[src/rtl/muldiv_pkg.sv]
// rtl/muldiv_pkg.sv - shared constants for the RV32M multiply/divide unit
//
// Contents:
//   XLEN_DEFAULT       default operand/result width
//   F3_MUL..F3_REMU    RV32M funct3 opcodes
//   S_IDLE..S_DONE     FSM state encoding
//   op1_signed/op2_signed  which operands an opcode treats as two's complement

package muldiv_pkg;

  localparam int XLEN_DEFAULT = 32;

  localparam logic [2:0] F3_MUL    = 3'd0;
  localparam logic [2:0] F3_MULH   = 3'd1;
  localparam logic [2:0] F3_MULHSU = 3'd2;
  localparam logic [2:0] F3_MULHU  = 3'd3;
  localparam logic [2:0] F3_DIV    = 3'd4;
  localparam logic [2:0] F3_DIVU   = 3'd5;
  localparam logic [2:0] F3_REM    = 3'd6;
  localparam logic [2:0] F3_REMU   = 3'd7;

  localparam logic [1:0] S_IDLE = 2'd0;
  localparam logic [1:0] S_CALC = 2'd1;
  localparam logic [1:0] S_FIX  = 2'd2;
  localparam logic [1:0] S_DONE = 2'd3;

  // MUL only uses the low half of the product, which is identical for
  // signed and unsigned operands, so it is treated as unsigned.
  function automatic logic op1_signed(input logic [2:0] f3);
    return (f3 == F3_MULH) || (f3 == F3_MULHSU) || (f3 == F3_DIV) || (f3 == F3_REM);
  endfunction

  function automatic logic op2_signed(input logic [2:0] f3);
    return (f3 == F3_MULH) || (f3 == F3_DIV) || (f3 == F3_REM);
  endfunction

endpackage

[src/rtl/muldiv_abs.sv]
// rtl/muldiv_abs.sv - conditional two's-complement negate
//
// Ports:
//   value  in   W   operand
//   neg    in   1   1 = negate, 0 = pass through
//   res    out  W   value or -value

module muldiv_abs #(
  parameter int W = 32
) (
  input  logic [W-1:0] value,
  input  logic         neg,
  output logic [W-1:0] res
);

  assign res = neg ? (~value + W'(1)) : value;

endmodule

[src/rtl/muldiv_unit.sv]
// rtl/muldiv_unit.sv - iterative RV32M multiply/divide unit
//
// Ports:
//   clk     in   1     clock, rising edge
//   rst     in   1     synchronous active-high reset
//   start   in   1     request, taken when ready=1
//   flush   in   1     abort in-flight op
//   funct3  in   3     RV32M opcode
//   op1     in   XLEN  rs1 (multiplicand / dividend)
//   op2     in   XLEN  rs2 (multiplier / divisor)
//   ready   out  1     can accept start (IDLE or DONE)
//   busy    out  1     op in flight (CALC or FIX)
//   done    out  1     one-cycle result-valid pulse
//   result  out  XLEN  last completed result

module muldiv_unit
  import muldiv_pkg::*;
#(
  parameter int XLEN = XLEN_DEFAULT
) (
  input  logic            clk,
  input  logic            rst,
  input  logic            start,
  input  logic            flush,
  input  logic [2:0]      funct3,
  input  logic [XLEN-1:0] op1,
  input  logic [XLEN-1:0] op2,
  output logic            ready,
  output logic            busy,
  output logic            done,
  output logic [XLEN-1:0] result
);

  logic [1:0]      state;
  logic [5:0]      cnt;
  logic [2:0]      f3_r;
  // acc: upper product half (plus carry) for multiply, partial remainder for divide.
  // mq:  multiplier shifting out / dividend shifting out and quotient shifting in.
  logic [XLEN:0]   acc;
  logic [XLEN-1:0] mq;
  logic [XLEN-1:0] b;
  logic            neg_res;

  assign ready = (state == S_IDLE) || (state == S_DONE);
  assign busy  = (state == S_CALC) || (state == S_FIX);

  // ---------------- accept-side decode ----------------
  logic            s1, s2;
  logic [XLEN-1:0] mag1, mag2;
  logic            div_zero, div_ovf, special;
  logic [XLEN-1:0] special_val;
  logic            neg_next;
  logic            is_rem_in;

  assign s1 = op1_signed(funct3) & op1[XLEN-1];
  assign s2 = op2_signed(funct3) & op2[XLEN-1];

  muldiv_abs #(.W(XLEN)) u_abs_op1 (.value(op1), .neg(s1), .res(mag1));
  muldiv_abs #(.W(XLEN)) u_abs_op2 (.value(op2), .neg(s2), .res(mag2));

  assign is_rem_in = (funct3 == F3_REM) || (funct3 == F3_REMU);
  assign div_zero  = funct3[2] && (op2 == '0);
  assign div_ovf   = ((funct3 == F3_DIV) || (funct3 == F3_REM)) &&
                     (op1 == {1'b1, {(XLEN-1){1'b0}}}) && (op2 == '1);
  assign special   = div_zero || div_ovf;

  // Remainder follows the dividend's sign; product and quotient are negative
  // when the operand signs differ.
  assign neg_next  = is_rem_in ? s1 : (s1 ^ s2);

  always_comb begin
    special_val = '0;
    if (div_zero) begin
      special_val = is_rem_in ? op1 : '1;
    end else if (div_ovf) begin
      special_val = is_rem_in ? '0 : {1'b1, {(XLEN-1){1'b0}}};
    end
  end

  // ---------------- iteration datapath ----------------
  logic [XLEN:0] mul_sum;
  logic [XLEN:0] div_shift;
  logic [XLEN:0] div_diff;
  logic          div_ok;

  assign mul_sum   = acc + {1'b0, (mq[0] ? b : {XLEN{1'b0}})};
  assign div_shift = {acc[XLEN-1:0], mq[XLEN-1]};
  assign div_diff  = div_shift - {1'b0, b};
  assign div_ok    = ~div_diff[XLEN];

  // ---------------- sign correction ----------------
  logic [2*XLEN-1:0] fix_raw, fix_val;
  logic [XLEN-1:0]   fix_res;

  always_comb begin
    fix_raw = '0;
    case (f3_r)
      F3_MUL, F3_MULH, F3_MULHSU, F3_MULHU: fix_raw = {acc[XLEN-1:0], mq};
      F3_DIV, F3_DIVU:                      fix_raw = {{XLEN{1'b0}}, mq};
      F3_REM, F3_REMU:                      fix_raw = {{XLEN{1'b0}}, acc[XLEN-1:0]};
      default:                              fix_raw = '0;
    endcase
  end

  // Negate the full double-width value so a high-half result sees the
  // borrow out of the low half.
  muldiv_abs #(.W(2*XLEN)) u_abs_fix (.value(fix_raw), .neg(neg_res), .res(fix_val));

  always_comb begin
    fix_res = fix_val[XLEN-1:0];
    if ((f3_r == F3_MULH) || (f3_r == F3_MULHSU) || (f3_r == F3_MULHU)) begin
      fix_res = fix_val[2*XLEN-1:XLEN];
    end
  end

  // ---------------- FSM and registers ----------------
  always_ff @(posedge clk) begin
    if (rst) begin
      state   <= S_IDLE;
      cnt     <= '0;
      f3_r    <= '0;
      acc     <= '0;
      mq      <= '0;
      b       <= '0;
      neg_res <= 1'b0;
      done    <= 1'b0;
      result  <= '0;
    end else begin
      done <= 1'b0;
      case (state)
        S_IDLE, S_DONE: begin
          state <= S_IDLE;
          // A flush on the same edge as start drops the request.
          if (start && !flush) begin
            f3_r <= funct3;
            cnt  <= '0;
            if (special) begin
              result <= special_val;
              done   <= 1'b1;
              state  <= S_DONE;
            end else begin
              acc     <= '0;
              mq      <= mag1;
              b       <= mag2;
              neg_res <= neg_next;
              state   <= S_CALC;
            end
          end
        end
        S_CALC: begin
          if (flush) begin
            state <= S_IDLE;
          end else begin
            if (!f3_r[2]) begin
              // Shift-add: product bits leave acc's LSB and enter mq's MSB.
              acc <= {1'b0, mul_sum[XLEN:1]};
              mq  <= {mul_sum[0], mq[XLEN-1:1]};
            end else begin
              // Restoring divide: keep the difference only if it did not go negative.
              acc <= div_ok ? div_diff : div_shift;
              mq  <= {mq[XLEN-2:0], div_ok};
            end
            cnt <= cnt + 6'd1;
            if (cnt == 6'(XLEN-1)) begin
              state <= S_FIX;
            end
          end
        end
        S_FIX: begin
          if (flush) begin
            state <= S_IDLE;
          end else begin
            result <= fix_res;
            done   <= 1'b1;
            state  <= S_DONE;
          end
        end
        default: state <= S_IDLE;
      endcase
    end
  end

endmodule
[config.mk]
export PLATFORM = sky130hd
export DESIGN_NAME = muldiv_unit
export DESIGN_NICKNAME = d
export VERILOG_FILES = /design/src/rtl/muldiv_pkg.sv /design/src/rtl/muldiv_abs.sv /design/src/rtl/muldiv_unit.sv
export SDC_FILE = /design/constraint.sdc
export NUM_CORES = 1
export LEC_CHECK = 0
export BUFFER_PORTS_ARGS = -buffer_cell sky130_fd_sc_hd__buf_4
export CORE_MARGIN = 1.5
export CORE_UTILIZATION = 40
export DETAILED_ROUTE_END_ITERATION = 16
export GPL_ROUTABILITY_DRIVEN = 0
export PLACE_DENSITY = 0.58
export SLEW_MARGIN = 20
export SYNTH_ARGS = -nofsm -noshare
export SYNTH_HDL_FRONTEND = slang
export SYNTH_HIERARCHICAL = 1
export SYNTH_SLANG_ARGS = --single-unit
[constraint.sdc]
create_clock -name clk -period 5.11 [get_ports clk]
set_clock_uncertainty 0.15 [all_clocks]
set_input_delay 0.511 -clock clk [delete_from_list [all_inputs] [get_ports clk]]
set_output_delay 0.511 -clock clk [all_outputs]
set_load 0.01 [all_outputs]
== Yosys cells after proc, flatten, opt, wreduce, memory -nomap -nowiden ==
Cells that the tools add are included.

* Add/sub/neg operators: 6
* $mul: 0
* Div/mod/pow operators: 0
* $lt $le $gt $ge: 0
* Eq/ne operators: 24
* Shift operators: 0
* Muxes and demuxes: 39
* Bitwise gates (word level): 8
* Reduce and logical (&&, ||, !) cells: 31

{| class="wikitable"
|+ Operator list
! operator !! number
|-
| 2-to-1 mux 32 bit || 15
|-
| one-hot mux 64 bit (3 select lines) || 1
|-
| 2-to-1 mux 33 bit || 5
|-
| one-hot mux 32 bit (2 select lines) || 2
|-
| one-hot mux 33 bit (2 select lines) || 1
|-
| adder 32 x 1 -> 32 bit (second input constant) || 2
|-
| adder 64 x 1 -> 64 bit (second input constant) || 1
|-
| == test 32 bit (second input constant) || 2
|-
| 2-to-1 mux 64 bit || 1
|-
| NOT 32 bit || 2
|-
| NOT 64 bit || 1
|-
| adder 33 x 32 -> 33 bit || 1
|-
| subtractor 33 x 32 -> 33 bit || 1
|-
| logical NOT 32 bit || 1
|-
| == test 3 bit (second input constant) || 7
|-
| logical OR 1 bit || 12
|-
| 2-to-1 mux 6 bit || 2
|-
| one-hot mux 6 bit (2 select lines) || 1
|-
| 2-to-1 mux 2 bit || 5
|-
| inequality test 2 bit (second input constant) || 5
|-
| == test 3 x 2 -> 1 bit (second input constant) || 3
|-
| AND reduction 4 bit || 2
|-
| adder 6 x 1 -> 6 bit (second input constant) || 1
|-
| == test 3 x 1 -> 1 bit (second input constant) || 2
|-
| other kinds (19) || 32
|}

* Register bits: 142
* Bits in latches: 0
* Bits in writable memories: 0
* Bits in read-only memories: 0
* Input port bits: 71
* Output and inout bits: 35
* Word-level logic and storage cells: 117
* Memories kept: 0

== Logic depth before layout (Yosys ltp) ==
Gate-level depths: netlist (run 1).

* Word-level depth: 9
* Depth in mapped cells: 21
* Gate-level depth less buffers: 19

== By module ==
Netlist (run 1), hierarchy kept.

{| class="wikitable"
|+ By module, submodules not included
! module !! times used !! cells an instance !! area an instance (um^2) !! sequential area each (um^2)
|-
| muldiv_unit || 1 || 1559 || 11761.3 || 2842.7
|-
| muldiv_abs (u_abs_fix) || 1 || 206 || 1649.1 || 0.0
|-
| muldiv_abs (u_abs_op1 ...) || 2 || 99 || 777.0 || 0.0
|}

== Least setup slack after synthesis (run 1) ==
Ideal clock, no wire load.

* Path type: register to register
* Start point: register f3_r[2]
* End point: register result[28]
* Library setup time: 0.134 ns
* Arrival: 3.539 ns
* Required time: 4.826 ns
* Path slack: 1.287 ns
* Stages on the path, launching flop included: 13
* Buffers on the path: 2
* Clock period less this slack: 3.823 ns
* Cell sequence: dfxtp_1 -> clkbuf_1 -> nand2_1 -> clkbuf_1 -> mux2_2 -> or4_4 -> or3_4 -> or3_4 -> o41ai_4 -> xnor2_1 -> mux2_2 -> a21oi_1 -> a211oi_1

* Longest elaborated chain between the ends: 9
* Elaborated cells between the ends (all ways): 20
* Classes of those cells: 1 x add/sub; 7 x eq/ne; 5 x mux; 1 x bitwise; 6 x reduce/logical

{| class="wikitable"
|+ RTL lines
! item !! RTL line !! text
|-
| from (decl) || muldiv_unit.sv:36 || <nowiki>logic [2:0] f3_r;</nowiki>
|-
| from (signal assigned) || muldiv_unit.sv:135 || <nowiki>f3_r <= funct3;</nowiki>
|-
| == test 3 x 1 -> 1 bit, or another cell as far along || muldiv_unit.sv:97 || <nowiki>case (f3_r)</nowiki>
|-
| OR reduction 4 bit / OR reduction 2 bit (equally long branches) || muldiv_unit.sv:97 ||
|-
| one-hot mux 64 bit (3 select lines) (*) || muldiv_unit.sv:97 ||
|-
| net fix_raw[30] || muldiv_unit.sv:92 || <nowiki>logic [2*XLEN-1:0] fix_raw, fix_val;</nowiki>
|-
| NOT 64 bit (*) || muldiv_abs.sv:16 || <nowiki>assign res = neg ? (~value + W'(1)) : value;</nowiki>
|-
| adder 64 x 1 -> 64 bit (*) || muldiv_abs.sv:16 ||
|-
| 2-to-1 mux 64 bit (*) || muldiv_abs.sv:16 ||
|-
| net fix_val[60] || muldiv_unit.sv:92 ||
|-
| 2-to-1 mux 32 bit (*) || muldiv_unit.sv:111 || <nowiki>if ((f3_r == F3_MULH) || (f3_r == F3_MULHSU) || (f3_r == F3_MULHU)) begin</nowiki>
|-
| 2-to-1 mux 32 bit (*) || muldiv_unit.sv:170 || <nowiki>if (flush) begin</nowiki>
|-
| one-hot mux 32 bit (2 select lines) (*) || muldiv_unit.sv:130 || <nowiki>case (state)</nowiki>
|-
| to (signal assigned) || muldiv_unit.sv:138 || <nowiki>result <= special_val;</nowiki>
|-
| to (signal assigned) || muldiv_unit.sv:173 || <nowiki>result <= fix_res;</nowiki>
|-
| to (decl) || muldiv_unit.sv:31 || <nowiki>output logic [XLEN-1:0] result</nowiki>
|}

Mark *: on every way through the listed nets, which the timed path passes. The rest lies on a longest branch. The select of a mux whose other input is x is not followed.
A chain may end at the register's enable or synchronous reset.

== Final worst setup path (run 1) ==
* Start point: register mq[31]
* End point: register acc[30]

* Longest elaborated chain between the ends: 5

{| class="wikitable"
|+ RTL lines
! item !! RTL line !! text
|-
| from (decl) || muldiv_unit.sv:40 || <nowiki>logic [XLEN-1:0] mq;</nowiki>
|-
| from (signal assigned) || muldiv_unit.sv:143 || <nowiki>mq <= mag1;</nowiki>
|-
| from (signal assigned) || muldiv_unit.sv:157 || <nowiki>mq <= {mul_sum[0], mq[XLEN-1:1]};</nowiki>
|-
| from (signal assigned) || muldiv_unit.sv:161 || <nowiki>mq <= {mq[XLEN-2:0], div_ok};</nowiki>
|-
| subtractor 33 x 32 -> 33 bit || muldiv_unit.sv:88 || <nowiki>assign div_diff = div_shift - {1'b0, b};</nowiki>
|-
| 2-to-1 mux 33 bit || muldiv_unit.sv:160 || <nowiki>acc <= div_ok ? div_diff : div_shift;</nowiki>
|-
| 2-to-1 mux 33 bit || muldiv_unit.sv:154 || <nowiki>if (!f3_r[2]) begin</nowiki>
|-
| 2-to-1 mux 33 bit || muldiv_unit.sv:151 || <nowiki>if (flush) begin</nowiki>
|-
| one-hot mux 33 bit (2 select lines) || muldiv_unit.sv:130 ||
|-
| to (signal assigned) || muldiv_unit.sv:156 || <nowiki>acc <= {1'b0, mul_sum[XLEN:1]};</nowiki>
|-
| to (signal assigned) || muldiv_unit.sv:160 ||
|-
| to (decl) || muldiv_unit.sv:39 || <nowiki>logic [XLEN:0] acc;</nowiki>
|}

Every way passes these cells. The select of a mux whose other input is x is not followed.

==> reports/metrics.cfg, run 1 <==
[grt]
antenna_found_initial = 0
grt_pass1_vias = 14267
grt_overflow_total = 0
grt_max_degree = 103
grt_pass1_wl_um = 83500
grt_use_total = 0.278

[sta]
final-hold-violation-count = 0
period_minus_slack_ns = 4.46
fin_crit_sh = 0.873
setup_viol = 0
finalSetupTns_ns = 0
hold_ws_ns = 0.202
slew_headroom = 0.341
worstMarginPinSlew_ns = 0.985
fmax_ghz = 0.224
slew_violations = 0
rsz0062_at_grt = false

[synth]
synth.net_count = 2107
synth_edf_count = 0
synthMuxAreaShare = 0.0810
synthAdderAreaFrac = 0.0620
netlist_instances = 1963
synth_top_family_by_area = compound AO/OA/AOI/OAI gates
ys_seq_elements = 142
synth_compound_area_frac = 0.264
syn_area_sq_um = 15000
synth.distinct_cells = 100
synth_xor_xnor_area_share = 0.102
synthFlopType = dfxtp_1
async_flop_share = 0
avgSynthCellArea_sq_um = 7.62
yosys.area_share.simple = 0.250
seq_area_frac_synth = 0.190
yosysWarningCount = 6

[critical_path]
arrival_ns = 4.66
startpoint_type = register
cp_num_cells = 19
critPathKind = register to register
cp_slowest_cell = inv_1
cp_top_family = compound AO/OA/AOI/OAI gates
worstPathCellList = inv_1, ha_1, fa_1, nor2b_1, o2111ai_1, a21oi_1, o21ai_1, o2111ai_2, a31oi_1, o21ai_0, a21o_1, ha_1, inv_1, a221oi_1, a21oi_1, nor2_1, a21oi_1, o311ai_0, a22o_1
cp-end-kind = register
reg2reg_from = mq[31]
slowest_delay_ns = 0.47
r2r_cells = 19
cp_common_cell = a21oi_1
path_buf_inv = 2
crit_path_max_fanout = 12
crit_path_start = mq[31]
cp.required_ns = 5.30

[place]
portBuffers = 105
dp_hpwl_um = 40400

[hold_path]
hold_path_startpoint = funct3[1]
min_path_cells = 3
hold_path.class = primary input to register

[routing]
route.detailed.drc = 0
via_count = 14957
post_drt_wl_per_cell_um = 21.5
drtAntennaViolNets = 0
vias_per_cell = 6.04
drt-total-wl_um = 53300
drt_iter0_drc = 1327
first_pass_iters = 5

[final_layout]
nNetsFinal = 2143
diodes = 0
num-fill-cells = 3681
seq_area_sq_um = 2850
area_growth_pct = 11.5
postLayoutCoreUtil = 0.455
drive_gt1_frac = 0.157
multi_input_area_sq_um = 11400

[clock_tree]
cts_buffers = 17
cts.sinks = 142
post-cts-setup-buffers = 0
cts_hold_buffers = 0
tritoncts = yes
cts_max_level = 4
worstSkewPairLatency_ns = 0.45
cts.clk_slew.worst_paths_ns = 0.06
cts.repair.resized = 0
cts_buffer_depth = 2
cts_root_buf = clkbuf_16

[floorplanning]
die_w_um = 196
die_y_um = 196
coreArea_sq_um = 36700
start_util = 0.408
rows = 70
ios = 106
die_area_sq_um = 38600

[power]
ir_worst_vdd_v = 0.000208
powerDensity_nw_per_um2 = 219
leakage_nw = 6.45

[flow_run]
max-cap-violations = 0

[outcome]
status = completed

-- where the power goes --
group / internal [mW] / leakage (nW) / total (mW) / switching [mW]
combinational: 0.442 / 5.00 / 1.12 / 0.679
clock: 0.811 / 0.299 / 1.33 / 0.520
sequential: 1.15 / 1.15 / 1.20 / 0.0496
total: 2.40 / 6.45 / 3.65 / 1.25
-- per-stage QoR --
stage / instance area [sq um] / power, mW / setup WS, ns / std cells
3_5_place_dp: 16100 / 2.32 / 0.695 / 2447
5_1_grt: 16700 / 3.82 / 0.238 / 2478
3_3_place_gp: 16100 / 2.31 / 0.720 / 2447
6_report: 16700 / 3.65 / 0.647 / 2478
2_1_floorplan: 15000 / 1.98 / 1.29 / 1963
4_1_cts: 16700 / 3.66 / 0.664 / 2477
-- area by class of cell --
type,count,area share
multi-input cells,1642,0.682
clock buffers,23,0.0292
flip-flops and latches,142,0.171
well taps,468,0.0351
inverters,64,0.0144
clock inverters,7,0.00660
repair buffers,132,0.0621
-- sequential cells by signal (all words and copies together), names as in the netlist --
name     cells
cnt          6
done         1
neg_res      1
result      32
state        2
mq          32
acc         33
b           32
f3_r         3
-- tightest hold or removal path, stage by stage --
cell	delay, ns
buf_4	0.12
nand2_1	0.06
a21oi_1	0.05
-- layer usage --
| metal | part of all wire | vias to the layer above | wire (um) | global-route usage |
|---|---|---|---|---|
| li1 | - | 7232 | - | - |
| met1 | 0.46 | 7076 | 24600 | 0.385 |
| met2 | 0.44 | 555 | 23500 | 0.436 |
| met3 | 0.062 | 94 | 3330 | 0.0320 |
| met4 | 0.034 | 0 | 1830 | 0.113 |
| met5 | 0 | - | 0 | 0 |
-- cells in the mapped netlist (all sizes together), types with 12 or more instances --
cell | number | area share
a211oi | 75 | 0.039
a21o | 38 | 0.019
a21oi | 175 | 0.059
a31oi | 13 | 0.0059
and2 | 37 | 0.015
buf | 39 | 0.016
clkbuf | 76 | 0.019
dfxtp | 142 | 0.19
ha | 71 | 0.059
inv | 63 | 0.016
mux2 | 65 | 0.049
mux2i | 48 | 0.032
nand2 | 193 | 0.049
nand2b | 20 | 0.0084
nand3 | 29 | 0.012
nand4 | 28 | 0.014
nor2 | 206 | 0.054
nor2b | 42 | 0.018
nor3 | 49 | 0.018
nor4 | 32 | 0.023
o21ai | 98 | 0.033
o21bai | 12 | 0.0060
o31ai | 48 | 0.027
o41ai | 32 | 0.026
or2 | 12 | 0.0050
or3 | 21 | 0.0095
or4 | 17 | 0.010
xnor2 | 152 | 0.089
xor2 | 22 | 0.013
-- cells in the final DEF, fill, tap and decap left out, drive strengths merged, types with 5 or more instances in the layout --
cell type / n
nor2: 206
nand2: 193
a21oi: 175
xnor2: 152
dfxtp: 142
buf: 132
o21ai: 98
a211oi: 75
ha: 71
mux2: 65
inv: 63
nor3: 49
mux2i: 48
o31ai: 48
nor2b: 42
a21o: 38
and2: 37
nor4: 32
o41ai: 32
nand3: 29
nand4: 28
clkbuf: 23
xor2: 22
or3: 21
nand2b: 20
or4: 17
a31oi: 13
o21bai: 12
or2: 12
a22oi: 9
o211ai: 9
a311oi: 7
o2111ai: 7
o21a: 7
and3: 6
clkinv: 5
-- cells by family after synthesis --
logic type | count (synthesis)
and+or+nand+nor | 708
AOI/OAI and AO/OA | 574
buffers and inverters | 179
xor gates and xnor gates | 174
DFF | 142
muxes | 113
adders and majority gates | 73
-- worst paths after layout --
kind                                 to  slack [ns]
worst max-delay path            acc[30]        0.65
worst min-delay path            f3_r[1]        0.20
worst max register to register  acc[30]        0.65
worst min register to register    b[20]        0.32
(Power assumes the default switching activity.)
==> run 2, diff against run 1 <==
--- a/config.mk
+++ b/config.mk
@@ -8,6 +8,7 @@
 export BUFFER_PORTS_ARGS = -buffer_cell sky130_fd_sc_hd__buf_4
 export CORE_MARGIN = 1.5
 export CORE_UTILIZATION = 40
+export CTS_BUF_LIST = sky130_fd_sc_hd__clkbuf_2 sky130_fd_sc_hd__clkbuf_4 sky130_fd_sc_hd__clkbuf_8
 export DETAILED_ROUTE_END_ITERATION = 16
 export GPL_ROUTABILITY_DRIVEN = 0
 export PLACE_DENSITY = 0.58
==> run 2 against run 1 <==
Non-clock buffer count unchanged; setup slack got worse by 0.037 ns; utilization decreased by 0.50 points; clock-buffer cell count unchanged; final cell count unchanged; first-iteration DRC count decreased by 0.68%; highest routed layer unchanged; largest power group is now registers.
==> reports/metrics.cfg, run 2 (synthesis results as in run 1) <==
[outcome]
status = completed

[critical_path]
cp_slowest_cell = inv_1
endpoint = acc[30]
worstPathCellList = inv_1, ha_1, fa_1, nor2b_1, o2111ai_1, a21oi_1, o21ai_1, o2111ai_2, a31oi_1, o21ai_0, a21o_1, ha_1, inv_1, a221oi_1, a21oi_1, nor2_1, a21oi_1, o311ai_0, a22o_1
cp.required_ns = 5.36
arrival_ns = 4.75
cp-end-kind = register
crit_path_max_fanout = 12
r2r_cells = 19
slowest_delay_ns = 0.48
reg2reg_to = acc[30]
startpoint_type = register
reg2reg_slack_ns = 0.61
reg2reg_from = mq[31]
crit_path_start = mq[31]
critPathKind = register to register
cp_common_cell = a21oi_1

[floorplanning]
ios = 106
die_area_sq_um = 38600
die_y_um = 196
die_w_um = 196
coreArea_sq_um = 36700
start_util = 0.408
rows = 70

[sta]
slew_headroom = 0.365
slew_violations = 0
setup_viol = 0
fin_crit_sh = 0.881
finalSetupTns_ns = 0
final-hold-violation-count = 0
period_minus_slack_ns = 4.50
finalWorstSetupSlack_ns = 0.610
rsz0062_at_grt = false
fmax_ghz = 0.222
worstMarginPinSlew_ns = 0.950

[clock_tree]
cts.clk_slew.worst_paths_ns = 0.08
worstSkewPairLatency_ns = 0.51
post-cts-setup-buffers = 0
cts_max_level = 4
tritoncts = yes
cts.repair.resized = 0
cts.sinks = 142
cts_root_buf = clkbuf_8
cts_hold_buffers = 0
cts_buffers = 17
cts_buffer_depth = 2

[power]
comb_power_share = 0.336
clockPowerShare = 0.306
leakage_nw = 6.37
p_sw_mw = 1.22
internal-power_mw = 2.13
p_sw_frac = 0.364
powerDensity_nw_per_um2 = 203
ir_worst_vdd_v = 0.000131
p_seq_frac = 0.358

[grt]
antenna_found_initial = 0
grt_overflow_total = 0
grt_use_total = 0.277
grt_max_degree = 103
grt_pass1_vias = 14222
grt_pass1_wl_um = 83300

[routing]
drtAntennaViolNets = 0
first_pass_iters = 5
drt-total-wl_um = 53400
vias_per_cell = 6.01
route.detailed.drc = 0
drt_iter0_drc = 1318
via_count = 14898
post_drt_wl_per_cell_um = 21.5

[place]
dp_slack_ns = 0.695
dp_hpwl_um = 40400
portBuffers = 105

[final_layout]
drive_gt1_frac = 0.158
top_register = acc
largest_reg_flops = 33
layout_common_cells = nor2_1, nand2_1, a21oi_1
area_growth_pct = 10.3
final_common_cell = nor2_1
nNetsFinal = 2143
diodes = 0

[hold_path]
hold_path.class = primary input to register

[flow_run]
max-cap-violations = 0

-- run 2: changes by cell type in the layout (fill, tap and decap cells not counted) --
cell       delta
clkbuf_8     +17
clkbuf_4      +2
clkbuf_1      -2
clkbuf_16    -17
-- run 2: how the worst min path moves through the flow --
stage / startpoint / end / cells after the start
4_1_cts: funct3[1] / f3_r[1] / 3
6_report: funct3[1] / f3_r[1] / 3
5_1_grt: funct3[1] / f3_r[1] / 3
2_1_floorplan: f3_r[0] / f3_r[0] / 2
3_5_place_dp: b[4] / b[4] / 2
3_3_place_gp: b[20] / b[20] / 2
-- run 2: routing by layer --
metal / global-route usage / share of wire / up-vias / wire length (um)
met1: 0.386 / 0.47 / 7084 / 25100
met3: 0.0322 / 0.056 / 81 / 3010
li1: - / - / 7233 / -
met5: 0 / 0 / - / 0
met4: 0.107 / 0.031 / 0 / 1660
met2: 0.437 / 0.44 / 500 / 23600
-- run 2: final cells by class --
class	count	area (sq um)
Clock inverter	7	110
Multi-Input combinational cell	1642	11400
Sequential cell	142	2850
Timing Repair Buffer	132	1040
Fill cell	3707	20200
Clock buffer	23	304
Inverter	64	240
Tap cell	468	586
-- run 2: worst max-delay path: cells and delay by family (launching register included) --
kind / cells / cell delay, ns
flops: 1 / 0.40
simple gates: 2 / 0.26
fa+ha+maj: 3 / 0.97
buf+inv: 2 / 0.54
compound gates: 12 / 2.07
-- run 2: power groups by stage --
stage	combinational, mW	clock (mW)	sequential, mW
after floorplan	0.779	0	1.20
after global placement	1.09	0	1.22
after detailed placement	1.10	0	1.22
after CTS	1.10	1.04	1.20
after global routing	1.21	1.08	1.20
final	1.12	1.02	1.20
-- run 2: through the flow --
step / power, mW / cell area, sq um / hold WS [ns] / utilization / std cells
after CTS: 3.34 / 16500 / 0.124 / 0.449 / 2477
after global routing: 3.50 / 16500 / 0.150 / 0.450 / 2478
after detailed placement: 2.32 / 16100 / 0.308 / 0.438 / 2447
final: 3.34 / 16500 / 0.145 / 0.450 / 2478
after global placement: 2.31 / 16100 / 0.306 / 0.438 / 2447
after floorplan: 1.98 / 15000 / 0.286 / - / 1963
